==> src/rtl/status_array_ctrl.sv <==
// rtl/status_array_ctrl.sv - per-set valid/LRU status array with built-in init sequencer
module status_array_ctrl #(
  parameter int unsigned NUM_ROWS = 16,
  parameter int unsigned NUM_BLOCKS = 4,
  parameter int unsigned BLOCK_WIDTH = 2,
  parameter int unsigned TAG_WIDTH = 1,
  parameter logic [BLOCK_WIDTH-1:0] INIT_BLOCK = '0,
  parameter int unsigned OUT_REG = 0,
  localparam int unsigned ADDR_WIDTH = $clog2(NUM_ROWS),
  localparam int unsigned ROW_WIDTH = NUM_BLOCKS * BLOCK_WIDTH
) (
  input  logic                  gated_clk,
  input  logic                  arst_n,
  input  logic                  i_flush,
  input  logic                  i_valid,
  input  logic                  i_wen,
  input  logic [ADDR_WIDTH-1:0] i_addr,
  input  logic [NUM_BLOCKS-1:0] i_wmask,
  input  logic [ROW_WIDTH-1:0]  i_data,
  input  logic [TAG_WIDTH-1:0]  i_tag,
  output logic                  o_ready,
  output logic                  o_init_busy,
  output logic                  o_valid,
  output logic [ROW_WIDTH-1:0]  o_data,
  output logic [TAG_WIDTH-1:0]  o_tag
);

  typedef enum logic {
    S_INIT = 1'b0,
    S_RUN  = 1'b1
  } state_t;

  localparam logic [ADDR_WIDTH-1:0] LAST_ROW = ADDR_WIDTH'(NUM_ROWS - 1);
  localparam logic [ROW_WIDTH-1:0]  INIT_ROW = {NUM_BLOCKS{INIT_BLOCK}};

  state_t                state_q, state_d;
  logic [ADDR_WIDTH-1:0] cnt_q, cnt_d;
  logic                  init_we;
  logic                  accept;
  logic                  wr_acc;
  logic                  rd_acc;

  logic [ROW_WIDTH-1:0]  mem [NUM_ROWS];

  logic                  rd_valid_q;
  logic [ROW_WIDTH-1:0]  rd_data_q;
  logic [TAG_WIDTH-1:0]  rd_tag_q;

  logic                  out_valid;
  logic [ROW_WIDTH-1:0]  out_data;
  logic [TAG_WIDTH-1:0]  out_tag;

  // FSM state and init row counter; reset restarts the full init sweep
  always_ff @(posedge gated_clk or negedge arst_n) begin
    if (!arst_n) begin
      state_q <= S_INIT;
      cnt_q   <= '0;
    end else begin
      state_q <= state_d;
      cnt_q   <= cnt_d;
    end
  end

  // Next-state: INIT sweeps every row once, RUN waits for a flush (flush ignored in INIT)
  always_comb begin
    state_d = state_q;
    cnt_d   = cnt_q;
    init_we = 1'b0;
    case (state_q)
      S_INIT: begin
        init_we = 1'b1;
        if (cnt_q == LAST_ROW) begin
          state_d = S_RUN;
          cnt_d   = '0;
        end else begin
          cnt_d = cnt_q + 1'b1;
        end
      end
      S_RUN: begin
        if (i_flush) begin
          state_d = S_INIT;
          cnt_d   = '0;
        end
      end
      default: begin
        state_d = S_INIT;
        cnt_d   = '0;
      end
    endcase
  end

  assign o_init_busy = (state_q == S_INIT);
  assign o_ready     = (state_q == S_RUN) & ~i_flush;
  assign accept      = i_valid & o_ready;
  assign wr_acc      = accept & i_wen;
  assign rd_acc      = accept & ~i_wen;

  // Storage: init writes whole rows, requests write only the masked blocks
  always_ff @(posedge gated_clk) begin
    if (init_we) begin
      mem[cnt_q] <= INIT_ROW;
    end else if (wr_acc) begin
      for (int b = 0; b < int'(NUM_BLOCKS); b++) begin
        if (i_wmask[b]) begin
          mem[i_addr][b*BLOCK_WIDTH +: BLOCK_WIDTH] <= i_data[b*BLOCK_WIDTH +: BLOCK_WIDTH];
        end
      end
    end
  end

  // First read stage valid flag
  always_ff @(posedge gated_clk or negedge arst_n) begin
    if (!arst_n) begin
      rd_valid_q <= 1'b0;
    end else begin
      rd_valid_q <= rd_acc;
    end
  end

  // First read stage payload; only loaded on an accepted read
  always_ff @(posedge gated_clk) begin
    if (rd_acc) begin
      rd_data_q <= mem[i_addr];
      rd_tag_q  <= i_tag;
    end
  end

  generate
    if (OUT_REG != 0) begin : g_out_reg
      logic                 out_valid_q;
      logic [ROW_WIDTH-1:0] out_data_q;
      logic [TAG_WIDTH-1:0] out_tag_q;

      // Second stage valid; independent of flush so in-flight results still emerge
      always_ff @(posedge gated_clk or negedge arst_n) begin
        if (!arst_n) begin
          out_valid_q <= 1'b0;
        end else begin
          out_valid_q <= rd_valid_q;
        end
      end

      // Second stage payload follows the first stage when it holds a result
      always_ff @(posedge gated_clk) begin
        if (rd_valid_q) begin
          out_data_q <= rd_data_q;
          out_tag_q  <= rd_tag_q;
        end
      end

      assign out_valid = out_valid_q;
      assign out_data  = out_data_q;
      assign out_tag   = out_tag_q;
    end else begin : g_no_out_reg
      assign out_valid = rd_valid_q;
      assign out_data  = rd_data_q;
      assign out_tag   = rd_tag_q;
    end
  endgenerate

  // Payload is forced to zero when no result is presented
  assign o_valid = out_valid;
  assign o_data  = out_valid ? out_data : '0;
  assign o_tag   = out_valid ? out_tag : '0;

endmodule

==> config.mk <==
export PLATFORM = sky130hd
export DESIGN_NAME = status_array_ctrl
export DESIGN_NICKNAME = d
export VERILOG_FILES = /design/src/rtl/status_array_ctrl.sv
export SDC_FILE = /design/constraint.sdc
export NUM_CORES = 1
export LEC_CHECK = 0
export CAP_MARGIN = 30
export CORE_ASPECT_RATIO = 0.7
export CORE_MARGIN = 2
export CORE_UTILIZATION = 56
export CTS_BUF_LIST = sky130_fd_sc_hd__clkbuf_4 sky130_fd_sc_hd__clkbuf_8
export CTS_CLUSTER_SIZE = 12
export DETAILED_ROUTE_END_ITERATION = 10
export HOLD_SLACK_MARGIN = 0.15
export MAX_ROUTING_LAYER = met4
export PLACE_DENSITY_LB_ADDON = 0.2
export SYNTH_ARGS = -nofsm -noshare
export SYNTH_HDL_FRONTEND = slang
export SYNTH_SLANG_ARGS = --single-unit
==> constraint.sdc <==
create_clock -name gated_clk -period 6.3 [get_ports gated_clk]
set_input_delay 0.945 -clock gated_clk [delete_from_list [all_inputs] [get_ports gated_clk]]
set_output_delay 0.945 -clock gated_clk [all_outputs]
set_load 0.05 [all_outputs]
**Yosys cells after proc, flatten, opt, wreduce, memory -nomap -nowiden**

Memory sizes are Yosys's and may differ from the RTL's. A register that Yosys moved wholly into a read port is not among the register bits.
Cells that the tools add are included.
W data, S select, Z words.

- Bits in registers: 7
- Input port bits: 22
- Memory bits (writable): 128
- Output and inout port bits: 12
- Memories kept: 1
- Word-level logic and storage cells: 44

Memories:

| name | words | bits a word | rd ports | clocked after Yosys merged registers in | wr ports | RTL line | text |
|---|---|---|---|---|---|---|---|
| mem | 16 | 8 | 1 | 1 | 1 | 43 | `logic [ROW_WIDTH-1:0] mem [NUM_ROWS];` |

- Eq/ne operators: 2
- Bitwise gates (word level): 7
- Add/subtract/negate cells: 1
- Reductions and logical operators: 1
- Mux-type cells: 28

Operator list:

| operator | number |
|---|---|
| $mux W1 | 20 |
| $mux W4 | 4 |
| $mux W8 | 2 |
| $pmux W4 S2 | 1 |
| $reduce_or A8 Y1 | 1 |
| $add A4 B1 Y4 const B | 1 |
| $and A1 B1 Y1 | 4 |
| $eq A4 B4 Y1 const B | 1 |
| $not A1 Y1 | 3 |
| $ne A2 B2 Y1 const B | 1 |
| $pmux W1 S2 | 1 |

**Logic depth before layout (Yosys ltp)**

Gate-level depths: netlist of run 1.

- Depth after elaboration: 9
- Gate-level depth with buffers: 5
- Gate-level depth less buffers: 4

**Worst setup path after synthesis of run 1**

Ideal clock, no wire load.

- Kind: flip-flop to output port
- Start point: register state_q
- End point: output o_ready
- Data arrival time: 1.689 ns
- Path buffers: 0
- Path slack: 3.666 ns
- Stages on the path, launching flop included: 3
- Data required time: 5.355 ns
- Cells stage by stage: dfrtp_1 -> clkinv_1 -> nor2_1

- Word-level cells in the longest chain between the ends: 1

Ends and longest elaborated chain:

| item | RTL line | text |
|---|---|---|
| start, declared | 36 | `state_t state_q, state_d;` |
| start signal, assigned | 59 | `state_q <= state_d;` |
| $and A1 B1 Y1 | 93 | `assign o_ready = (state_q == S_RUN) & ~i_flush;` |
| end, declared | 21 | `output logic o_ready,` |

No other way between the ends.

**Worst setup path after layout of run 1**

- Start point: input i_flush
- End point: output o_ready

- Word-level cells in the longest chain between the ends: 2

Ends and longest elaborated chain:

| item | RTL line | text |
|---|---|---|
| start, declared | 14 | `input logic i_flush,` |
| $not A1 Y1 | 93 |  |
| $and A1 B1 Y1 | 93 |  |

No other way between the ends.

==> impl_results.md, run 1 <==
- Psw: 723.2 uW
- Routability cong.: 0.9749
- Dpl cell area: 0.006659 mm^2
- N_diodes: 0
- RR Startpoint: state_q
- CTS resizes: 0
- Clk sinks: 143
- Final ANT Viol Nets: 0
- Headroom to the max-slew limit: 34.59%
- Shortest period the worst path allows: 3.456 ns
- Total congestion overflow: 0
- CTS root buf: clkbuf_8
- Hold Startpoint: cnt_q[2]
- Final Cell Area: 0.007102 mm^2
- Number of setup violations in the final report: 0
- Filler instances: 767
- Yosys cell types: 38
- Clock buffer depth: 2
- CP top delay family: buffers and inverters
- Rows: 32
- Seq/Total Area, Yosys: 68.28%
- Outcome: finished clean
- Initial antenna violation count: 0
- Fmax: 0.2893 GHz
- Vias: 3823
- Seq pwr share: 50.8%
- Routed wire length: 14710 um
- Pleak: 2.302 nW
- Die area: 0.01203 mm^2
- Post-Synthesis Cells: 386
- Drt drc: 0
- Logic pwr share: 18.0%
- Detailed Route Iter0 Violations: 616
- DP HPWL: 9878 um
- Synthesized area: 0.006245 mm^2
- CP arrival: 2.51 ns
- Area Overhead vs Synth: 13.72%
- Worst Setup End Kind: output pin
- Clock power share: 31.3%
- Pin count of the biggest net entering global routing: 37
- Crit path buf inv count: 2
- Clock transition at path regs: 0.07 ns
- Gr usage total: 27.25%
- Max-slew violation count: 0
- Net Sw Frac: 27.67%
- CP Launch Type: primary input
- Crit-path slowest cell: clkdlybuf4s50_1
- Setup Skew: 0.008721 ns
- Hold_ws: 0.7217 ns
- Post-synth top flop: edfxtp_1
- Drt pass-1 iters: 6
- Buffers on Ports: 33
- Final hold vios: 0
- Layout cells sized above 1: 10.88%
- Worst-path cell chain: clkdlybuf4s50_1 -> nor2_1 -> clkdlybuf4s50_1
- CTS Hold Bufs: 0
- Total CTS buffers: 17
- Die H: 92.35 um
- Seq cells post-synth: 143
- Maximum capacitance violations: 0
- Worst-Skew Late Latency: 0.46 ns
- Setup TNS: 0 ns
- Max FO, Critical Path: 8
- First-pass GRT wire length: 22180 um
- H-tree levels: 4
- Layout net count: 442
- WL/cell: 25.15 um
- Mapped Nets: 409
- Worst-Margin Slew: 0.9791 ns
- Starting Density: 57.13%
- Core ar.: 0.01093 mm^2
- Vias per cell: 6.535
- Hold Path Class: flop to flop
- Synth Warn #: 0
- Vias in the first global route: 3660
- RSZ-0062 raised after global routing: false
- WS Path Type: primary input to output pin
- Post-synth EDFFs: 137
- Mean Syn Cell Area: 16.18 um^2
- Worst vdd ir: 0.0002941 V
- Cell Int Power: 1.891 mW
- Fin crit share: 54.86%
- CTS tree: yes
- Final core occ: 64.97%
- Crit-path max cell delay: 0.83 ns
- Crit path top cell by count: clkdlybuf4s50_1
- Post-CTS Setup Repair Bufs: 0
- Setup crit start: i_flush
- # IOs: 34
- Die Width: 130.2 um
- Required @ worst endpoint: 5.35 ns
- Pwr Density: 368.0 mW/mm^2
- Asr flop ratio synth: 4.196%
## cell usage after synthesis, drive strengths merged (2+ instances only)
cell type | number | area share, %
nand4 | 4 | 0.40
a22oi | 16 | 1.9
and3 | 8 | 0.80
o21ai | 56 | 4.5
mux4 | 32 | 13
a21oi | 17 | 1.4
clkbuf | 14 | 0.92
edfxtp | 137 | 66
and4b | 3 | 0.48
nor2 | 6 | 0.36
nand3 | 7 | 0.56
nand2 | 33 | 2.0
and2 | 11 | 1.1
buf | 10 | 1.5
nor2b | 7 | 0.70
nor3b | 2 | 0.24
dfrtp | 6 | 2.4
## stage by stage
step           power, mW  setup slack (ns)  cells
3_5_place_dp       1.801             2.729    553
5_1_grt            2.710             2.688    585
4_1_cts            2.606             2.833    585
2_1_floorplan      1.638             3.666    386
6_report           2.614             2.844    585
3_3_place_gp       1.789             2.766    552
## per-layer routing
| layer | track usage (%) | vias to the layer above | share of wire (%) | wire [um] |
|---|---|---|---|---|
| met4 | 8.692 | 0 | 2.0 | 297 |
| met5 | - | - | 0 | 0 |
| met3 | 9.648 | 39 | 12 | 1693 |
| li1 | - | 1628 | - | - |
| met2 | 36.52 | 264 | 43 | 6387 |
| met1 | 39.48 | 1892 | 43 | 6336 |
## flip-flops by register name, summed over array words and instances (netlist names)
| register | flops |
|---|---|
| mem | 128 |
| out_data | 8 |
| cnt_q | 4 |
| o_valid | 1 |
| out_tag | 1 |
| state_q | 1 |
## worst reg2reg max path, cell delays in order, from the launching register on
cell     delay, ns
dfrtp_1       0.60
and4b_1       0.72
nand2_1       0.43
o21ai_0       0.64
## cell usage in the layout (no fill, tap or decap), types with 2 or more instances in the layout
master	n
edfxtp_1	137
o21ai_0	56
nand2_1	33
clkdlybuf4s50_1	32
mux4_1	21
a21oi_1	17
clkbuf_8	17
a22oi_1	16
mux4_2	11
and2_1	11
and3_1	8
nor2b_1	7
nand3_1	7
nor2_1	6
dfrtp_1	6
bufinv_16	5
clkinv_1	4
nand4_1	4
buf_4	4
and4b_1	3
clkinvlp_4	3
nor3b_1	2
clkinv_2	2
clkbuf_4	2
## power by group through the flow
stage / Clock, mW / Sequential, mW / Combinational (mW)
6_report: 0.817 / 1.33 / 0.470
5_1_grt: 0.864 / 1.34 / 0.502
4_1_cts: 0.822 / 1.33 / 0.458
3_5_place_dp: 0 / 1.35 / 0.455
3_3_place_gp: 0 / 1.34 / 0.449
2_1_floorplan: 0 / 1.29 / 0.350
## area by class of cell
type	instances	area, um^2	area share (%)
Sequential cell	143	4264	60.04
Multi-Input combinational cell	217	1829	25.76
Timing Repair Buffer	38	366.6	5.162
Clock buffer	19	249.0	3.506
Clock inverter	13	193.9	2.731
Tap cell	153	191.4	2.696
Inverter	2	7.507	0.1057
## kinds of logic after synthesis
family | Yosys count | share of synthesized area, %
buf+inv | 26 | 2.525
xor+xnor | 1 | 0.1403
compound gates | 95 | 8.536
mux | 32 | 12.80
flops | 143 | 68.28
fa+ha+maj | 1 | 0.2003
simple gates | 88 | 7.514
## path summary, 6_finish.rpt
| path | endpoint | slack, ns | cells after the start |
|---|---|---|---|
| min in group asynchronous | state_q | 0.74 | 1 |
| setup / recovery | o_ready | 2.84 | 3 |
| setup reg to reg | mem[14][5] | 3.54 | 3 |
| hold reg to reg | cnt_q[2] | 0.72 | 2 |
| max in group asynchronous | cnt_q[1] | 5.34 | 1 |
| hold / removal | cnt_q[2] | 0.72 | 2 |
(Power assumes the default switching activity.)
==> inputs of run 2 (changes only) <==
==> constraint.sdc (replaced) <==
create_clock -name gated_clk -period 3.1 [get_ports gated_clk]
set_input_delay 0.465 -clock gated_clk [delete_from_list [all_inputs] [get_ports gated_clk]]
set_output_delay 0.465 -clock gated_clk [all_outputs]
set_load 0.05 [all_outputs]
==> impl_results.md, run 2 (synthesis gave the netlist of run 1 again) <==
- Outcome: finished clean (unchanged)
- CTS Hold Bufs: 0 (unchanged)
- Pleak: 2.352 nW (was 2.302 nW)
- Worst-Skew Late Latency: 0.45 ns (was 0.46 ns)
- CP Launch Type: flop (was primary input)
- RR Endpoint: mem[4][7] (was mem[14][5])
- RR Startpoint: state_q (unchanged)
- Crit-path slowest cell: clkdlybuf4s50_1 (unchanged)
- N_diodes: 0 (unchanged)
- Shortest period the worst path allows: 2.728 ns
- CTS resizes: 0 (unchanged)
- Vias in the first global route: 3684 (was 3660)
- Setup Skew: 0.008379 ns (was 0.008721 ns)
- Vias per cell: 6.453 (was 6.535)
- CTS tree: yes (unchanged)
- Met1 usage in global routing: 38.70% (was 39.48%)
- Filler instances: 764 (was 767)
- Maximum capacitance violations: 0 (unchanged)
- Crit-path max cell delay: 0.84 ns (was 0.83 ns)
- Pwr Total: 5.229 mW (was 2.614 mW)
- CP arrival: 2.26 ns (was 2.51 ns)
- Pin count of the biggest net entering global routing: 32 (was 37)
- Number of setup violations in the final report: 0 (unchanged)
- Met2 Track Usage GR: 36.04% (was 36.52%)
- Final ANT Viol Nets: 0 (unchanged)
- Worst vdd ir: 0.0006381 V (was 0.0002941 V)
- Multi-input logic area: 0.001829 mm^2 (unchanged)
- First-pass GRT wire length: 21530 um (was 22180 um)
- Largest Register: mem (unchanged)
- Max-slew violation count: 0 (unchanged)
- Clock transition at path regs: 0.07 ns (about the same)
- Worst-path cell chain: clkinv_1 -> nor2_1 -> clkdlybuf4s50_1 (was clkdlybuf4s50_1 -> nor2_1 -> clkdlybuf4s50_1)
- # IOs: 34 (unchanged)
- Routed wire length: 14750 um (was 14710 um)
- Clk sinks: 143 (unchanged)
- Crit path buf inv count: 2 (unchanged)
- DP HPWL: 10300 um (was 9878 um)
- Fmax: 0.3666 GHz
- Post-CTS Setup Repair Bufs: 0 (unchanged)
- Layout cells sized above 1: 13.09% (was 10.88%)
- Layout net count: 453 (was 442)
- Gr usage total: 26.69% (was 27.25%)
- WL/cell: 24.75 um (was 25.15 um)
- Starting Density: 57.13% (unchanged)
- Max FFs per register: 128 (unchanged)
- Clock buffer depth: 2 (unchanged)
- Setup TNS: 0 ns (unchanged)
- Hold Path Class: primary input to asynchronous set/reset pin (was flop to flop)
- Initial antenna violation count: 0 (unchanged)
- H-tree levels: 4 (unchanged)
- RSZ-0062 raised after global routing: false (unchanged)
- Die area: 0.01203 mm^2 (unchanged)
- FF-to-FF setup slack: 0.48 ns (was 3.54 ns)
- Commonest non-fill, non-tap cells in the layout: edfxtp_1 (137), o21ai_0 (56), nand2_1 (33) (unchanged)
- Headroom to the max-slew limit: 38.78% (was 34.59%)
- Total congestion overflow: 0 (unchanged)
- Die H: 92.35 um (unchanged)
- Drt pass-1 iters: 9 (was 6)
- Required @ worst endpoint: 2.63 ns (was 5.35 ns)
- Area Overhead vs Synth: 14.53% (was 13.72%)
- CTS root buf: clkbuf_8 (unchanged)
- Routability cong.: 1.080 (was 0.9749)
- Buffers on Ports: 33 (unchanged)
- Worst-Margin Slew: 0.9183 ns (was 0.9791 ns)
- Register area: 0.004264 mm^2 (unchanged)
- Rows: 32 (unchanged)
- Die Width: 130.2 um (unchanged)
- Drt drc: 0 (unchanged)
- WS Path Type: flop to output pin (was primary input to output pin)
- Most common cell after layout, fill and taps aside: edfxtp_1 (unchanged)
- Total CTS buffers: 17 (unchanged)
- Reg2reg path depth: 3 (unchanged)
- Detailed Route Iter0 Violations: 500 (was 616)
- Fin crit share: 87.99%
- Pwr Density: 731.1 mW/mm^2 (was 368.0 mW/mm^2)
- Worst Setup End Kind: output pin (unchanged)
- Vias: 3846 (was 3823)
- Final hold vios: 0 (unchanged)
- Grt met3 use: 7.683% (was 9.648%)
- CP top delay family: buffers and inverters (unchanged)
- Max FO, Critical Path: 14 (was 8)
- Core ar.: 0.01093 mm^2 (unchanged)
- GRT busiest layer: met1 (unchanged)
[run 2: per-layer routing]
metal	wire length, um	share of wire (%)
met5	0	0
met1	6669	45
met2	6173	42
met4	495	3.4
met3	1413	9.6
[run 2: area by class of cell]
cell class | count | share of cell area (%)
Timing Repair Buffer | 49 | 6.228
Sequential cell | 143 | 59.62
Tap cell | 153 | 2.677
Inverter | 2 | 0.1050
Multi-Input combinational cell | 217 | 25.58
Clock inverter | 14 | 2.414
Clock buffer | 18 | 3.376
[run 2: worst max-delay path by stage]
| stage | from | endpoint | slack, ns | cells past startpoint |
|---|---|---|---|---|
| after floorplan | state_q | out_data[0] | 0.58 | 2 |
| after global placement | i_wen | mem[4][6] | 0.40 | 4 |
| after detailed placement | i_wen | mem[4][6] | 0.29 | 4 |
| after CTS | state_q | o_ready | 0.37 | 3 |
| after global routing | state_q | o_ready | 0.20 | 3 |
| final | state_q | o_ready | 0.37 | 3 |
[run 2: stage by stage]
| stage | hold WS [ns] | worst slack (ns) | cells | cell area, um^2 | util (%) |
|---|---|---|---|---|---|
| after global routing | 0.2739 | 0.2006 | 596 | 7152 | 65.43 |
| after CTS | 0.2700 | 0.3669 | 596 | 7152 | 65.43 |
| after floorplan | 0.1694 | 0.5841 | 386 | 6245 | - |
| after global placement | 0.6881 | 0.3957 | 564 | 6738 | 61.64 |
| final | 0.2781 | 0.3724 | 596 | 7152 | 65.43 |
| after detailed placement | 0.7030 | 0.2927 | 564 | 6738 | 61.64 |
[run 2: power breakdown]
group	total (mW)	switching, mW	leakage (nW)	internal (mW)
clock network	1.54	0.675	0.212	0.869
registers	2.70	0.174	1.28	2.52
logic	0.986	0.613	0.858	0.373
